File: src/rtl/vga_rx_decoder.sv
// Receive-side VGA decoder: rebuilds pixel coordinates and colour from hs/vs,
// verifies line/frame timing and produces a rotating-XOR checksum per locked frame.
module vga_rx_decoder #(
  parameter int H_ACTIVE = 640,
  parameter int H_BACK   = 48,
  parameter int H_TOTAL  = 800,
  parameter int V_ACTIVE = 480,
  parameter int V_BACK   = 33,
  parameter int V_TOTAL  = 525
) (
  input  logic        vga_clk,
  input  logic        clrn,
  input  logic        hs,
  input  logic        vs,
  input  logic [3:0]  r,
  input  logic [3:0]  g,
  input  logic [3:0]  b,
  output logic        pix_valid,
  output logic [9:0]  pix_x,
  output logic [9:0]  pix_y,
  output logic [11:0] pix_rgb,
  output logic        frame_done,
  output logic [15:0] frame_chk,
  output logic        locked,
  output logic        sync_error
);

  localparam logic [9:0]  HB = 10'(H_BACK);
  localparam logic [9:0]  HL = 10'(H_BACK + H_ACTIVE - 1);
  localparam logic [9:0]  VB = 10'(V_BACK);
  localparam logic [9:0]  VL = 10'(V_BACK + V_ACTIVE - 1);
  localparam logic [10:0] HT = 11'(H_TOTAL);
  localparam logic [9:0]  VT = 10'(V_TOTAL);

  typedef enum logic [2:0] {SEARCH, SYNC, BACK, ACTIVE, FRONT} state_t;

  state_t      r_state;
  logic        r_hs_q, r_hs_p, r_vs_q, r_vs_p;
  logic [11:0] r_rgb_q;
  logic [9:0]  r_hcnt, r_vline, r_vlen;
  logic [10:0] r_hlen;
  logic        r_vpend, r_done_pend;
  logic [15:0] r_chk;

  logic        w_hs_rise, w_hs_fall, w_vs_rise, w_vs_fall;
  logic [9:0]  w_hcnt, w_vline, w_vlen;
  logic [10:0] w_hlen;
  logic        w_vpend_in, w_vpend, w_err, w_vis, w_last;
  logic [15:0] w_chk;

  always_ff @(posedge vga_clk or negedge clrn) begin
    if (!clrn) begin
      r_hs_q  <= 1'b0;
      r_hs_p  <= 1'b0;
      r_vs_q  <= 1'b0;
      r_vs_p  <= 1'b0;
      r_rgb_q <= 12'h000;
    end else begin
      r_hs_q  <= hs;
      r_hs_p  <= r_hs_q;
      r_vs_q  <= vs;
      r_vs_p  <= r_vs_q;
      r_rgb_q <= {r, g, b};
    end
  end

  assign w_hs_rise = r_hs_q & ~r_hs_p;
  assign w_hs_fall = ~r_hs_q & r_hs_p;
  assign w_vs_rise = r_vs_q & ~r_vs_p;
  assign w_vs_fall = ~r_vs_q & r_vs_p;

  // w_* counter values describe the sample currently held in r_rgb_q, so the
  // visibility decision and the output register line up with the pixel data.
  always_comb begin
    w_hcnt = (r_hcnt == 10'h3FF) ? r_hcnt : r_hcnt + 10'd1;
    if (w_hs_rise) w_hcnt = 10'd0;
    w_vpend_in = r_vpend | w_vs_rise;
    w_vline    = r_vline;
    if (w_hs_rise) begin
      if (w_vpend_in)              w_vline = 10'd0;
      else if (r_vline != 10'h3FF) w_vline = r_vline + 10'd1;
    end
    w_vpend = w_vpend_in & ~w_hs_rise;
    w_hlen  = (r_hlen == 11'h7FF) ? r_hlen : r_hlen + 11'd1;
    w_vlen  = (w_hs_fall && r_vlen != 10'h3FF) ? r_vlen + 10'd1 : r_vlen;
    w_err   = (r_state != SEARCH) &&
              ((w_hs_fall && w_hlen != HT) || (w_vs_fall && w_vlen != VT));
    w_vis   = (r_state == ACTIVE) && (w_hcnt >= HB) && (w_hcnt <= HL) &&
              (w_vline >= VB) && (w_vline <= VL);
    w_last  = w_vis && (w_hcnt == HL) && (w_vline == VL);
    w_chk   = {r_chk[14:0], r_chk[15]} ^ {4'h0, r_rgb_q};
  end

  always_ff @(posedge vga_clk or negedge clrn) begin
    if (!clrn) begin
      r_state     <= SEARCH;
      r_hcnt      <= 10'd0;
      r_vline     <= 10'd0;
      r_vlen      <= 10'd0;
      r_hlen      <= 11'd0;
      r_vpend     <= 1'b0;
      r_done_pend <= 1'b0;
      r_chk       <= 16'h0000;
      pix_valid   <= 1'b0;
      pix_x       <= 10'd0;
      pix_y       <= 10'd0;
      pix_rgb     <= 12'h000;
      frame_done  <= 1'b0;
      frame_chk   <= 16'h0000;
      locked      <= 1'b0;
      sync_error  <= 1'b0;
    end else begin
      r_hcnt     <= w_hcnt;
      r_vline    <= w_vline;
      r_vpend    <= w_vpend;
      r_hlen     <= w_hs_fall ? 11'd0 : w_hlen;
      r_vlen     <= w_vs_fall ? 10'd0 : w_vlen;
      sync_error <= w_err;

      pix_valid <= w_vis & locked;
      pix_x     <= (w_vis & locked) ? w_hcnt - HB : 10'd0;
      pix_y     <= (w_vis & locked) ? w_vline - VB : 10'd0;
      pix_rgb   <= (w_vis & locked) ? r_rgb_q : 12'h000;

      // frame_done trails the final pix_valid by one cycle; r_chk is stable then
      r_done_pend <= w_last & locked & ~w_err;
      frame_done  <= r_done_pend & ~w_err;
      if (r_done_pend && !w_err) frame_chk <= r_chk;

      if (w_err) begin
        r_state <= SEARCH;
        locked  <= 1'b0;
        r_chk   <= 16'h0000;
      end else begin
        case (r_state)
          SEARCH: if (w_vs_fall) r_state <= SYNC;
          SYNC: if (w_vs_rise) begin
            r_state <= BACK;
            r_chk   <= 16'h0000;
          end
          BACK: begin
            if (w_vs_fall) begin
              r_state <= SYNC;
              locked  <= 1'b0;
            end else if (!w_vpend && w_vline == VB) r_state <= ACTIVE;
          end
          ACTIVE: begin
            if (w_vis) r_chk <= w_chk;
            if (w_last) r_state <= FRONT;
            else if (w_vs_fall) begin
              r_state <= SYNC;
              locked  <= 1'b0;
            end
          end
          FRONT: if (w_vs_fall) begin
            r_state <= SYNC;
            locked  <= 1'b1;
          end
          default: r_state <= SEARCH;
        endcase
      end
    end
  end

endmodule

File: config.mk
export PLATFORM = sky130hd
export DESIGN_NAME = vga_rx_decoder
export DESIGN_NICKNAME = d
export VERILOG_FILES = /design/src/rtl/vga_rx_decoder.sv
export SDC_FILE = /design/constraint.sdc
export NUM_CORES = 1
export LEC_CHECK = 0
export ABC_AREA = 1
export CORE_ASPECT_RATIO = 1.4
export CORE_MARGIN = 2
export CORE_UTILIZATION = 35
export DETAILED_ROUTE_END_ITERATION = 7
export PLACE_DENSITY = 0.59
export SETUP_SLACK_MARGIN = 0.15
export SYNTH_ARGS = -nofsm -noshare
export SYNTH_HDL_FRONTEND = slang
export SYNTH_SLANG_ARGS = --single-unit
File: constraint.sdc
create_clock -name vga_clk -period 6.45 [get_ports vga_clk]
set_input_delay 0.645 -clock vga_clk [delete_from_list [all_inputs] [get_ports vga_clk]]
set_output_delay 0.645 -clock vga_clk [all_outputs]
set_load 0.01 [all_outputs]
# After elaboration in Yosys (flattened, before gate mapping)
# Cells that the tools add are included.
# classes
n_addsub	6
magnitude_cmp	4
n_eq_ne	18
n_mux	28
bitwise_logic	17
n_reduce_logical	23
# op_table
op	n
2-to-1 mux 10 bit	9
2-to-1 mux 16 bit	3
case mux 16 bit (2 select lines)	1
adder 10 x 1 -> 10 bit, second input constant	3
equality test 10 bit, second input constant	3
!= test 10 bit, second input constant	3
2-to-1 mux 11 bit	2
>= comparator 10 x 6 -> 1 bit, second input constant	2
less-or-equal comparator 10 bit, second input constant	2
subtractor 10 x 6 -> 10 bit, second input constant	2
2-to-1 mux 3 bit	6
XOR 16 x 12 -> 16 bit	1
logical AND 1 bit	12
2-to-1 mux 12 bit	1
!= test 3 bit, second input constant	4
case mux 3 bit (4 select lines)	1
adder 11 x 1 -> 11 bit, second input constant	1
equality test 11 bit, second input constant	1
!= test 11 x 10 -> 1 bit, second input constant	1
equality test 10 x 6 -> 1 bit, second input constant	1
AND 1 bit	9
equality test 3 x 2 -> 1 bit, second input constant	2
NOT 1 bit	6
AND reduction 3 bit	2
other kinds (13)	18
# totals
reg_bits	130
wordCells	117

# Longest topological paths before layout
# Gate-level depths: netlist (run 1).
# logic_depth
word_depth	13
depth_mapped	20
depth_no_buf	19

# Worst setup path after synthesis (run 1)
# OpenSTA, ideal clock, no wires.
# synth_timing
path_type	register -> register
startpoint	register r_vline[0]
endpoint	register r_chk[7]
setup_ns	0.118
t_arrival_ns	2.708
slack_ns	3.623
path_stages_with_launch	20
n_path_buf	1
synth_period_minus_slack_ns	2.827
path_cell_list	dfrtp_1 > ha_1 > nand2_1 > nor2_1 > nand3_2 > nand2_1 > inv_1 > or2_0 > o211ai_1 > ha_1 > nand2_1 > nor2_1 > nand2_1 > nand2_1 > nand3_2 > nand2_4 > nand3_4 > buf_6 > nand2_1 > nand2_1
# synth_via
elab_chain_cells	9
# synth_lines
item	line	rtl
start: declaration	40	logic [9:0] r_hcnt, r_vline, r_vlen;
start signal: assignment	114	r_vline <= w_vline;
adder 10 x 1 -> 10 bit or != test 10 bit (tied branches)	81	else if (r_vline != 10'h3FF) w_vline = r_vline + 10'd1;
2-to-1 mux 10 bit	81	
2-to-1 mux 10 bit	80	if (w_vpend_in) w_vline = 10'd0;
2-to-1 mux 10 bit (*)	79	if (w_hs_rise) begin
>= comparator 10 x 6 -> 1 bit	89	(w_vline >= VB) && (w_vline <= VL);
logical AND 1 bit	88	w_vis = (r_state == ACTIVE) && (w_hcnt >= HB) && (w_hcnt <= HL) &&
logical AND 1 bit (*)	89	
!= test 3 bit (no line) (*)	--	
AND reduction 3 bit (no line) (*)	--	
end signal: assignment	148	if (w_vis) r_chk <= w_chk;
end: declaration	43	logic [15:0] r_chk;
# Every way passes the cells marked *; elsewhere a longest branch is shown, timed or not.
# A chain may end at the register's enable or synchronous reset.

# Worst setup path after layout (run 1)
# layout_timing
startpoint	register r_hs_q
endpoint	register pix_y[8]
# layout_via
elab_chain_cells	9
# layout_lines
item	line	rtl
start: declaration	38	logic r_hs_q, r_hs_p, r_vs_q, r_vs_p;
start signal: assignment	59	r_hs_q <= hs;
AND 1 bit (*)	67	assign w_hs_rise = r_hs_q & ~r_hs_p;
2-to-1 mux 10 bit	76	if (w_hs_rise) w_hcnt = 10'd0;
>= comparator 10 x 6 -> 1 bit	88	
logical AND 1 bit (3 in a row)	88	
logical AND 1 bit	89	
AND 1 bit	122	pix_y <= (w_vis & locked) ? w_vline - VB : 10'd0;
2-to-1 mux 10 bit (*)	122	
end signal: assignment	122	
end: declaration	20	output logic [9:0] pix_y,
# Marks and branches as above.

==> metrics.md, run 1 <==
| Metric | Value |
|---|---|
| Leakage | `3.86 nW` |
| CTS Sinks | `130` |
| Final Hold Vio Count | `0` |
| Post-CTS Setup Bufs | `0` |
| EDFF count, synth | `0` |
| First-pass GRT wire length | `24.8 mm` |
| CP Data Required Time | `6780 ps` |
| Worst Setup Path Type | `register to register` |
| Worst Path Arrival | `4030 ps` |
| Most used flip-flop cell after synthesis | `dfrtp_1` |
| I/O Pins | `68` |
| Chip Width | `117 microns` |
| HP Class | `primary input to asynchronous set/reset pin` |
| Async set-reset flop share out of synthesis | `100%` |
| Core box area | `0.0179 sq mm` |
| Worst vdd ir | `0.172 mV` |
| Synth Register Bits | `130` |
| Hold_buf cts | `0` |
| Setup crit start kind | `register` |
| Netlist cell types | `34` |
| TritonRoute pass-1 iters | `4` |
| PD cells | `284 mW/mm^2` |
| Unrepaired setup endpoints after global routing | `no` |
| Status | `finished clean` |
| Slew headroom | `37.1%` |
| Dpl cells | `1,069` |
| Root buffer cell | `clkbuf_16` |
| Vias | `5,028` |
| R2R Path Start | `r_hs_q$_DFF_PN0_` |
| Clk slew on worst S/H paths | `60 ps` |
| Routability cong. | `0.849` |
| Post-route DRC | `0` |
| Final WS setup | `2750 ps` |
| Cell Area, Synth | `0.00631 sq mm` |
| DRT iter0 DRCs | `283` |
| Max FO, Critical Path | `21` |
| DR WL/cell | `13.2 microns` |
| IO buf count | `67` |
| Global route overflow | `0` |
| Number of max-cap violations | `0` |
| Dpl hpwl | `10.0 mm` |
| Final min period | `3700 ps` |
| N_diodes | `0` |
| H-tree depth | `4` |
| Final setup violating endpoints | `0` |
| Layout area overhead | `22.7%` |
| Reg2Reg Setup Slack | `2750 ps` |
| Dpl ws | `2730 ps` |
| Setup_tns | `0 ps` |
| R2R depth | `14` |
| Critical path capture point type | `register` |
| Layout cell share with drive strength beyond 1 | `7.21%` |
| Die area | `0.0191 sq mm` |
| Clock buffer depth | `2` |
| Reg-to-reg critical path endpoint | `pix_y[8]$_DFF_PN0_` |
| Largest net degree at the start of global routing | `75` |
| Worst Skew | `14.7 ps` |
| Total Routing Usage GR | `16.2%` |
| PostCTS Resize Cnt | `0` |
| Slew @ Worst Pin | `944 ps` |
| Vias per cell | `4.57` |
| Die Y | `163 microns` |
| YS warnings | `0` |
| Syn nets | `801` |
| Initial antenna violation count | `0` |
| Fmax | `270 MHz` |
| Final wirelength | `14.5 mm` |
| Pins Over Slew Limit | `0` |
| Total CTS buffers | `17` |
| Antenna viol nets, final | `0` |
| Mapped Cells | `777` |
| CTS tree | `yes` |
| Tcrit/Tclk final | `57.4%` |
| Initial Utilization | `35.4%` |
| Clk_lat worst skew | `410 ps` |
| Register area share after synthesis | `51.5%` |
| Fin nets | `872` |
| Non-Filler Instances | `1,100` |
| Vias in the first global route | `5,156` |
| Synth Area per Inst | `8.12 sq um` |
| Rows | `58` |
==> metal layers <==
| metal | up-vias | global-route usage [%] | routed length [microns] |
|---|---|---|---|
| li1 | 2575 | - | - |
| met1 | 2338 | 19.0 | 6230 |
| met2 | 88 | 29.3 | 7650 |
| met3 | 27 | 2.59 | 312 |
| met4 | 0 | 6.79 | 342 |
| met5 | - | 0 | 0 |
==> kinds of logic after synthesis <==
group                      Yosys count  synth area share [%]
buffers and inverters              112                  7.22
AOI/OAI and AO/OA                   41                  3.47
xor gates and xnor gates            35                  4.86
adders and majority gates            8                  1.59
and+or+nand+nor                    451                  31.3
DFF                                130                  51.5
==> cell usage in the layout, fill, tap and decap left out, types with 4 or more instances in the layout <==
cell and instances:
nand2_1 214, a21oi_1 16, ha_1 8, dfrtp_1 130, inv_2 4, nor2_1 126
nand3_2 5, xor2_1 15, nand2_2 6, nand4_1 31, xnor2_1 20, nand2_4 5
nand3_1 49, clkbuf_16 17, buf_4 4, o21ai_0 11, o21ai_1 9, clkinv_4 5
nor3_1 4, inv_1 88, clkdlybuf4s50_1 66
==> where the power goes <==
part           internal (W)  total (W)  switching [W]  leakage, nW
Sequential         0.000873   0.000932      0.0000586         1.74
Clock              0.000496   0.000878       0.000382        0.259
Combinational      0.000126   0.000389       0.000262         1.86
Total               0.00150    0.00220       0.000702         3.86
==> worst max-delay path by stage <==
stage	end	from	slack (ps)
final	pix_y[8]$_DFF_PN0_	r_hs_q$_DFF_PN0_	2750
after global routing	pix_y[9]$_DFF_PN0_	r_hs_q$_DFF_PN0_	2370
after CTS	pix_y[8]$_DFF_PN0_	r_hs_q$_DFF_PN0_	2700
after detailed placement	pix_y[7]$_DFF_PN0_	r_hs_q$_DFF_PN0_	2730
after global placement	pix_y[7]$_DFF_PN0_	r_vline[0]$_DFF_PN0_	2860
after floorplan	r_chk[7]$_DFFE_PN0P_	r_vline[0]$_DFF_PN0_	3620
==> final cells by class <==
cell class	instances	area (sq um)
multi-input cells	535	2600
clock buffers	18	429
clock inverters	13	106
flip-flops and latches	130	3250
repair buffers	71	702
well taps	240	300
fillers	1817	10100
inverters	93	349
==> cells in the mapped netlist (4+ instances only) <==
cell	count	area [sq um]
nand2_1	214	803
o21ai_1	9	45.0
nand3_2	5	50.1
clkbuf_1	5	18.8
nand2_2	6	37.5
ha_1	8	100
nand2_4	5	56.3
nor2_1	126	473
xnor2_1	20	175
a21oi_1	16	80.1
inv_1	88	330
nor3_1	4	20.0
inv_2	4	15.0
xor2_1	15	131
o21ai_0	11	55.1
nand4_1	31	194
nand3_1	49	245
dfrtp_1	130	3250
buf_2	10	50.1
==> metrics by stage <==
stage	hold slack (ps)	instance area, sq um	utilization [%]	power (W)
after detailed placement	409	7210	40.4	0.00134
after CTS	201	7740	43.4	0.00222
after global placement	399	7210	40.4	0.00134
final	187	7740	43.4	0.00220
after global routing	226	7740	43.4	0.00233
after floorplan	349	6310	-	0.00123
==> state kept, by name, summed over array words and instances, names as in the netlist, 3 cells and up <==
register and cells:
frame_chk 16, pix_rgb 12, pix_x 10, pix_y 10, r_chk 16, r_hcnt 10
r_hlen 11, r_rgb_q 12, r_state 3, r_vlen 10, r_vline 10
==> worst max-delay path, stage by stage, from the launching register on <==
cell and delay [ps]:
dfrtp_1 400, nand2_1 420, inv_1 360, nand2_1 220, inv_1 80, or2_0 200
o211ai_1 210, ha_1 280, nand2_1 80, nor2_1 160, nand2_1 100, nand2_1 120
nand4_1 430, buf_4 410, nor2_1 140
Power figures use the tool's default switching activity.
==> run 2, diff against run 1 <==
--- a/config.mk
+++ b/config.mk
@@ -10,7 +10,7 @@
 export CORE_MARGIN = 2
 export CORE_UTILIZATION = 35
 export DETAILED_ROUTE_END_ITERATION = 7
-export PLACE_DENSITY = 0.59
+export PLACE_DENSITY = 0.61
 export SETUP_SLACK_MARGIN = 0.15
 export SYNTH_ARGS = -nofsm -noshare
 export SYNTH_HDL_FRONTEND = slang
==> constraint.sdc (replaced) <==
create_clock -name vga_clk -period 3.2 [get_ports vga_clk]
set_input_delay 0.32 -clock vga_clk [delete_from_list [all_inputs] [get_ports vga_clk]]
set_output_delay 0.32 -clock vga_clk [all_outputs]
set_load 0.01 [all_outputs]
==> metrics.md, run 2 (synthesized netlist as in run 1, its figures left out) <==
| Metric | Value |
|---|---|
| Status | `finished clean` |
| Vias in the first global route | `5,129 (-0.52%)` |
| IO buf count | `67 (unchanged)` |
| Antenna viol nets, final | `0 (unchanged)` |
| Largest net degree at the start of global routing | `69 (-8.0%)` |
| PD cells | `592 mW/mm^2 (+110%)` |
| TritonRoute pass-1 iters | `4 (unchanged)` |
| Total Routing Usage GR | `16.1% (-0.060 points)` |
| Biggest regs | `frame_chk (16), r_chk (16)` |
| CP Data Required Time | `3530 ps (-3250 ps)` |
| Critical path capture point type | `register` |
| HP Class | `primary input to register` |
| Most frequent cells in the layout | `nand2_1, dfrtp_1, nor2_1` |
| H-tree depth | `4 (unchanged)` |
| Leakage | `4.02 nW (+4.0%)` |
| Fin nets | `896 (+2.8%)` |
| Layout cell share with drive strength beyond 1 | `10.6% (+3.4 points)` |
| Final setup violating endpoints | `0 (unchanged)` |
| Worst vdd ir | `0.413 mV (+140%)` |
| Worst Skew | `11.1 ps (-3.55 ps)` |
| Routability cong. | `0.859 (+1.2%)` |
| N_diodes | `0 (unchanged)` |
| I/O Pins | `68 (unchanged)` |
| Crit-path most repeated cell | `nand3_1` |
| Final wirelength | `14.9 mm (+2.7%)` |
| Worst Path Arrival | `3180 ps (-850 ps)` |
| Clk_lat worst skew | `420 ps (about the same)` |
| Crit path buf inv count | `3 (unchanged)` |
| Final WS setup | `355 ps (-2390 ps)` |
| Pins Over Slew Limit | `0 (unchanged)` |
| Max FO, Critical Path | `6 (-71%)` |
| Reg2Reg Setup Slack | `350 ps (-2390 ps)` |
| Final min period | `2850 ps (-855 ps)` |
| Total CTS buffers | `17 (unchanged)` |
| Cell Chain, Critical Path | `ha_1, inv_1, nor2_4, nand3_1, nand3_1, xor2_1, nor2_1, ha_1, nand4_1, nor2_1, nand3_1, a21oi_2, nand4_1, buf_6, inv_2, o21ai_0, a21oi_1` |
| Dpl hpwl | `10.5 mm (+4.2%)` |
| Layout area overhead | `28.1%` |
| Clock buffer depth | `2 (unchanged)` |
| Highest-delay cell along the critical path | `dfrtp_1` |
| DRT iter0 DRCs | `226 (-20%)` |
| Unrepaired setup endpoints after global routing | `no` |
| Commonest non-fill, non-tap cell in the layout | `nand2_1` |
| Crit path largest cell delay | `390 ps (-40 ps)` |
| Crit path depth | `17 (+3)` |
| Final Hold Vio Count | `0 (unchanged)` |
| Vias per cell | `4.58 (+0.23%)` |
| CTS Sinks | `130 (unchanged)` |
| Vias | `5,154 (+2.5%)` |
| Number of max-cap violations | `0 (unchanged)` |
| Clk slew on worst S/H paths | `60 ps (about the same)` |
| Die area | `0.0191 sq mm (unchanged)` |
| Finished Core Util | `45.3% (+1.9 points)` |
| Dpl ws | `116 ps (-2620 ps)` |
| Core box area | `0.0179 sq mm (unchanged)` |
| Tcrit/Tclk final | `88.9% (+32 points)` |
| R2R Path Start | `r_hcnt[0]$_DFF_PN0_` |
| Initial antenna violation count | `0 (unchanged)` |
| Die Y | `163 microns (unchanged)` |
| Post-route DRC | `0 (unchanged)` |
| Rows | `58 (unchanged)` |
| R2R depth | `17 (+3)` |
| Reg-to-reg critical path endpoint | `pix_y[5]$_DFF_PN0_` |
| Global route overflow | `0 (unchanged)` |
| Critical path origin | `r_hcnt[0]$_DFF_PN0_` |
| Setup crit start kind | `register` |
| Worst setup path end | `pix_y[5]$_DFF_PN0_` |
| DR WL/cell | `13.3 microns (+0.41%)` |
| Setup_tns | `0 ps (unchanged)` |
| Slew headroom | `56.7% (+20 points)` |
| Slew @ Worst Pin | `649 ps (-294 ps)` |
| Worst Setup Path Type | `register to register` |
| Fmax | `351 MHz (+30%)` |
| First-pass GRT wire length | `24.6 mm (-0.97%)` |
| Top Family by Delay on Critical Path | `simple AND/OR/NAND/NOR gates` |
| Chip Width | `117 microns (unchanged)` |
| Initial Utilization | `35.4% (unchanged)` |
| Root buffer cell | `clkbuf_16` |
| CTS tree | `yes` |
run 2: cell types whose count changed in the layout (fill, tap and decap cells not counted), sizes merged:
| cell | previous run | this run |
|---|---|---|
| clkinv | 8 | 4 |
| dlygate4sd3 | 0 | 1 |
| bufinv | 0 | 4 |
| clkbuf | 18 | 21 |
| nand3 | 56 | 57 |
| buf | 5 | 27 |
| inv | 96 | 94 |
run 2: area by class of cell:
| type | count | area [sq um] |
|---|---|---|
| Multi-Input combinational cell | 536 | 2660 |
| Inverter | 93 | 349 |
| Sequential cell | 130 | 3250 |
| Tap cell | 240 | 300 |
| Fill cell | 1801 | 9770 |
| Clock inverter | 11 | 178 |
| Clock buffer | 21 | 450 |
| Timing Repair Buffer | 94 | 893 |
run 2: report_power, final:
| group | leakage [nW] | internal (W) | switching [W] |
|---|---|---|---|
| Clock | 0.300 | 0.00133 | 0.000739 |
| Combinational | 1.97 | 0.000299 | 0.000543 |
| Sequential | 1.74 | 0.00176 | 0.000116 |
| Total | 4.02 | 0.00339 | 0.00140 |
run 2: per-stage QoR:
step | std cells | instance area (sq um) | total power, W | hold WS (ps)
detailed placement | 1081 | 7310 | 0.00269 | 367
finish | 1125 | 8090 | 0.00479 | 336
CTS | 1116 | 7970 | 0.00479 | 325
global route | 1125 | 8090 | 0.00504 | 321
floorplan | 777 | 6310 | 0.00248 | 24.4
global placement | 1081 | 7310 | 0.00269 | 362
run 2: repair_timing:
item,4_1_cts,5_1_grt
gates resized for setup,2,13
setup buffers,2,8
pin swaps,1,6
hold endpoints to repair,66,0
setup endpoints to repair,18,70
cloned,0,1
hold buffers,1,0
run 2: how the worst min path moves through the flow:
stage               depth (start not counted)                       end  start  slack (ps)
CTS                                         1      r_rgb_q[9]$_DFF_PN0_   r[1]         320
global placement                            1        pix_x[1]$_DFF_PN0_   clrn         360
finish                                      1      r_rgb_q[9]$_DFF_PN0_   r[1]         340
detailed placement                          1        pix_x[2]$_DFF_PN0_   clrn         370
floorplan                                   0  frame_chk[0]$_DFFE_PN0P_   clrn          20
global route                                1      r_rgb_q[9]$_DFF_PN0_   r[1]         320
run 2: metal layers:
| layer | vias up | share of wire, % | routed length, microns | track usage (%) |
|---|---|---|---|---|
| li1 | 2626 | - | - | - |
| met1 | 2439 | 41 | 6060 | 17.7 |
| met2 | 69 | 55 | 8200 | 30.2 |
| met3 | 20 | 2.7 | 402 | 3.64 |
| met4 | 0 | 1.8 | 265 | 6.08 |
| met5 | - | 0 | 0 | 0 |
==> run 3, diff against run 2 <==
--- a/config.mk
+++ b/config.mk
@@ -8,9 +8,9 @@
 export ABC_AREA = 1
 export CORE_ASPECT_RATIO = 1.4
 export CORE_MARGIN = 2
-export CORE_UTILIZATION = 35
+export CORE_UTILIZATION = 27
 export DETAILED_ROUTE_END_ITERATION = 7
-export PLACE_DENSITY = 0.61
+export PLACE_DENSITY = 0.51
 export SETUP_SLACK_MARGIN = 0.15
 export SYNTH_ARGS = -nofsm -noshare
 export SYNTH_HDL_FRONTEND = slang
==> metrics.md, run 3 (synthesized netlist as in run 1, its figures left out) <==
| Metric | Value |
|---|---|
| Dpl hpwl | `10.9 mm (+4.2%)` |
| Worst Skew | `8.20 ps (-2.91 ps)` |
| Worst Setup Path Type | `register to register` |
| Vias in the first global route | `5,200 (+1.4%)` |
| Initial antenna violation count | `0 (unchanged)` |
| Unrepaired setup endpoints after global routing | `yes` |
| TritonRoute pass-1 iters | `4 (unchanged)` |
| H-tree depth | `4 (unchanged)` |
| Setup_tns | `0 ps (unchanged)` |
| Initial Utilization | `27.3% (-8.1 points)` |
| Pins Over Slew Limit | `0 (unchanged)` |
| HP Class | `primary input to register` |
| IO buf count | `67 (unchanged)` |
| Rows | `66 (+14%)` |
| Antenna viol nets, final | `0 (unchanged)` |
| Clock buffer depth | `2 (unchanged)` |
| Slew headroom | `70.7% (+14 points)` |
| CTS tree | `yes` |
| Cell Chain, Critical Path | `ha_4, nand2_1, nor2_2, nand3_2, nand2_2, inv_1, or2_0, o211ai_1, ha_2, nand2_1, inv_1, nand2_1, nand2_2, nand3_2, nand4_1, buf_4, nor2_1` |
| Final Hold Vio Count | `0 (unchanged)` |
| Vias per cell | `4.30 (-6.1%)` |
| Highest-delay cell along the critical path | `dfrtp_1` |
| Reg2Reg Setup Slack | `330 ps (-20 ps)` |
| Final setup violating endpoints | `0 (unchanged)` |
| Slew @ Worst Pin | `440 ps (-210 ps)` |
| Max FO, Critical Path | `19 (+13)` |
| Core box area | `0.0231 sq mm (+30%)` |
| Crit path buf inv count | `3 (unchanged)` |
| Fin nets | `899 (+0.33%)` |
| Layout cell share with drive strength beyond 1 | `11.2% (+0.54 points)` |
| Vias | `5,131 (-0.45%)` |
| CP Data Required Time | `3490 ps (-40 ps)` |
| Final min period | `2870 ps (+20.2 ps)` |
| Die area | `0.0246 sq mm (+29%)` |
| Clk slew on worst S/H paths | `60 ps (about the same)` |
| Setup crit start kind | `register` |
| CTS Sinks | `130 (unchanged)` |
| Clk_lat worst skew | `410 ps (about the same)` |
| Critical path capture point type | `register` |
| Layout area overhead | `29.1%` |
| Most frequent cells in the layout | `nand2_1, dfrtp_1, nor2_1` |
| Biggest regs | `frame_chk (16), r_chk (16)` |
| Routability cong. | `0.894 (+4.1%)` |
| Fmax | `349 MHz (-0.70%)` |
| Commonest non-fill, non-tap cell in the layout | `nand2_1` |
| Final wirelength | `15.5 mm (+3.9%)` |
| Crit-path most repeated cell | `nand2_1` |
| Die Y | `185 microns (+14%)` |
| Largest net degree at the start of global routing | `59 (-14%)` |
| Status | `finished clean` |
| Number of max-cap violations | `0 (unchanged)` |
| Chip Width | `133 microns (+13%)` |
| Total Routing Usage GR | `13.3% (-2.8 points)` |
| Leakage | `4.00 nW (-0.29%)` |
| Worst Path Arrival | `3160 ps (-20 ps)` |
| PD cells | `563 mW/mm^2 (-5.0%)` |
| Top Family by Delay on Critical Path | `simple AND/OR/NAND/NOR gates` |
| First-pass GRT wire length | `25.8 mm (+4.9%)` |
| DRT iter0 DRCs | `256 (+13%)` |
| Finished Core Util | `35.2% (-10 points)` |
| Crit path largest cell delay | `420 ps (+30 ps)` |
| Global route overflow | `0 (unchanged)` |
| DR WL/cell | `13.0 microns (-2.0%)` |
| N_diodes | `0 (unchanged)` |
| Post-route DRC | `0 (unchanged)` |
| Root buffer cell | `clkbuf_16` |
| Total CTS buffers | `17 (unchanged)` |
| Tcrit/Tclk final | `89.5% (+0.63 points)` |
| I/O Pins | `68 (unchanged)` |
| Worst vdd ir | `0.386 mV (-6.5%)` |
==> run 3: report_power, final <==
part	leakage [nW]	internal, W	switching, W	total, W
clock	0.265	0.00112	0.000709	0.00183
combinational	2.00	0.000317	0.000557	0.000874
sequential	1.74	0.00176	0.000119	0.00188
total	4.00	0.00320	0.00139	0.00459
==> run 3: final cells by class <==
type	count	area, sq um
fillers	2456	15000
well taps	306	383
multi-input cells	536	2670
flip-flops and latches	130	3260
repair buffers	97	936
inverters	93	352
clock buffers	23	478
clock inverters	8	80.1
==> run 3: per-layer routing <==
layer / track usage [%] / vias up / wire (microns)
met3: 2.68 / 25 / 351
li1: - / 2632 / -
met4: 5.19 / 0 / 342
met1: 14.7 / 2404 / 6550
met2: 24.9 / 70 / 8270
met5: 0 / - / 0
==> run 3: through the flow <==
stage	cells	instance area [sq um]	hold WS [ps]	worst slack [ps]	power, W
final	1193	8150	344	335	0.00459
after global routing	1193	8150	330	119	0.00485
after CTS	1180	7980	324	155	0.00458
after detailed placement	1146	7380	287	144	0.00270
after global placement	1146	7380	279	135	0.00270
after floorplan	777	6310	24.4	373	0.00248
==> run 3: final timing paths <==
path,start,end,depth (start not counted)
min,g[3],r_rgb_q[7]$_DFF_PN0_,1
max reg2reg,r_vline[0]$_DFF_PN0_,pix_y[9]$_DFF_PN0_,17
max,r_vline[0]$_DFF_PN0_,pix_y[9]$_DFF_PN0_,17
min in group asynchronous,clrn,pix_x[1]$_DFF_PN0_,2
min reg2reg,r_vs_q$_DFF_PN0_,r_vs_p$_DFF_PN0_,0
max in group asynchronous,clrn,frame_chk[6]$_DFFE_PN0P_,3
==> run 3: timing repair <==
| action | in CTS | in global routing |
|---|---|---|
| pin swaps | 1 | 5 |
| hold buffers | 1 | 0 |
| setup endpoints to repair | 18 | 56 |
| setup buffers | 2 | 12 |
| cloned | 0 | 1 |
| resized for setup | 2 | 19 |
| endpoints found under the hold margin | 43 | 0 |
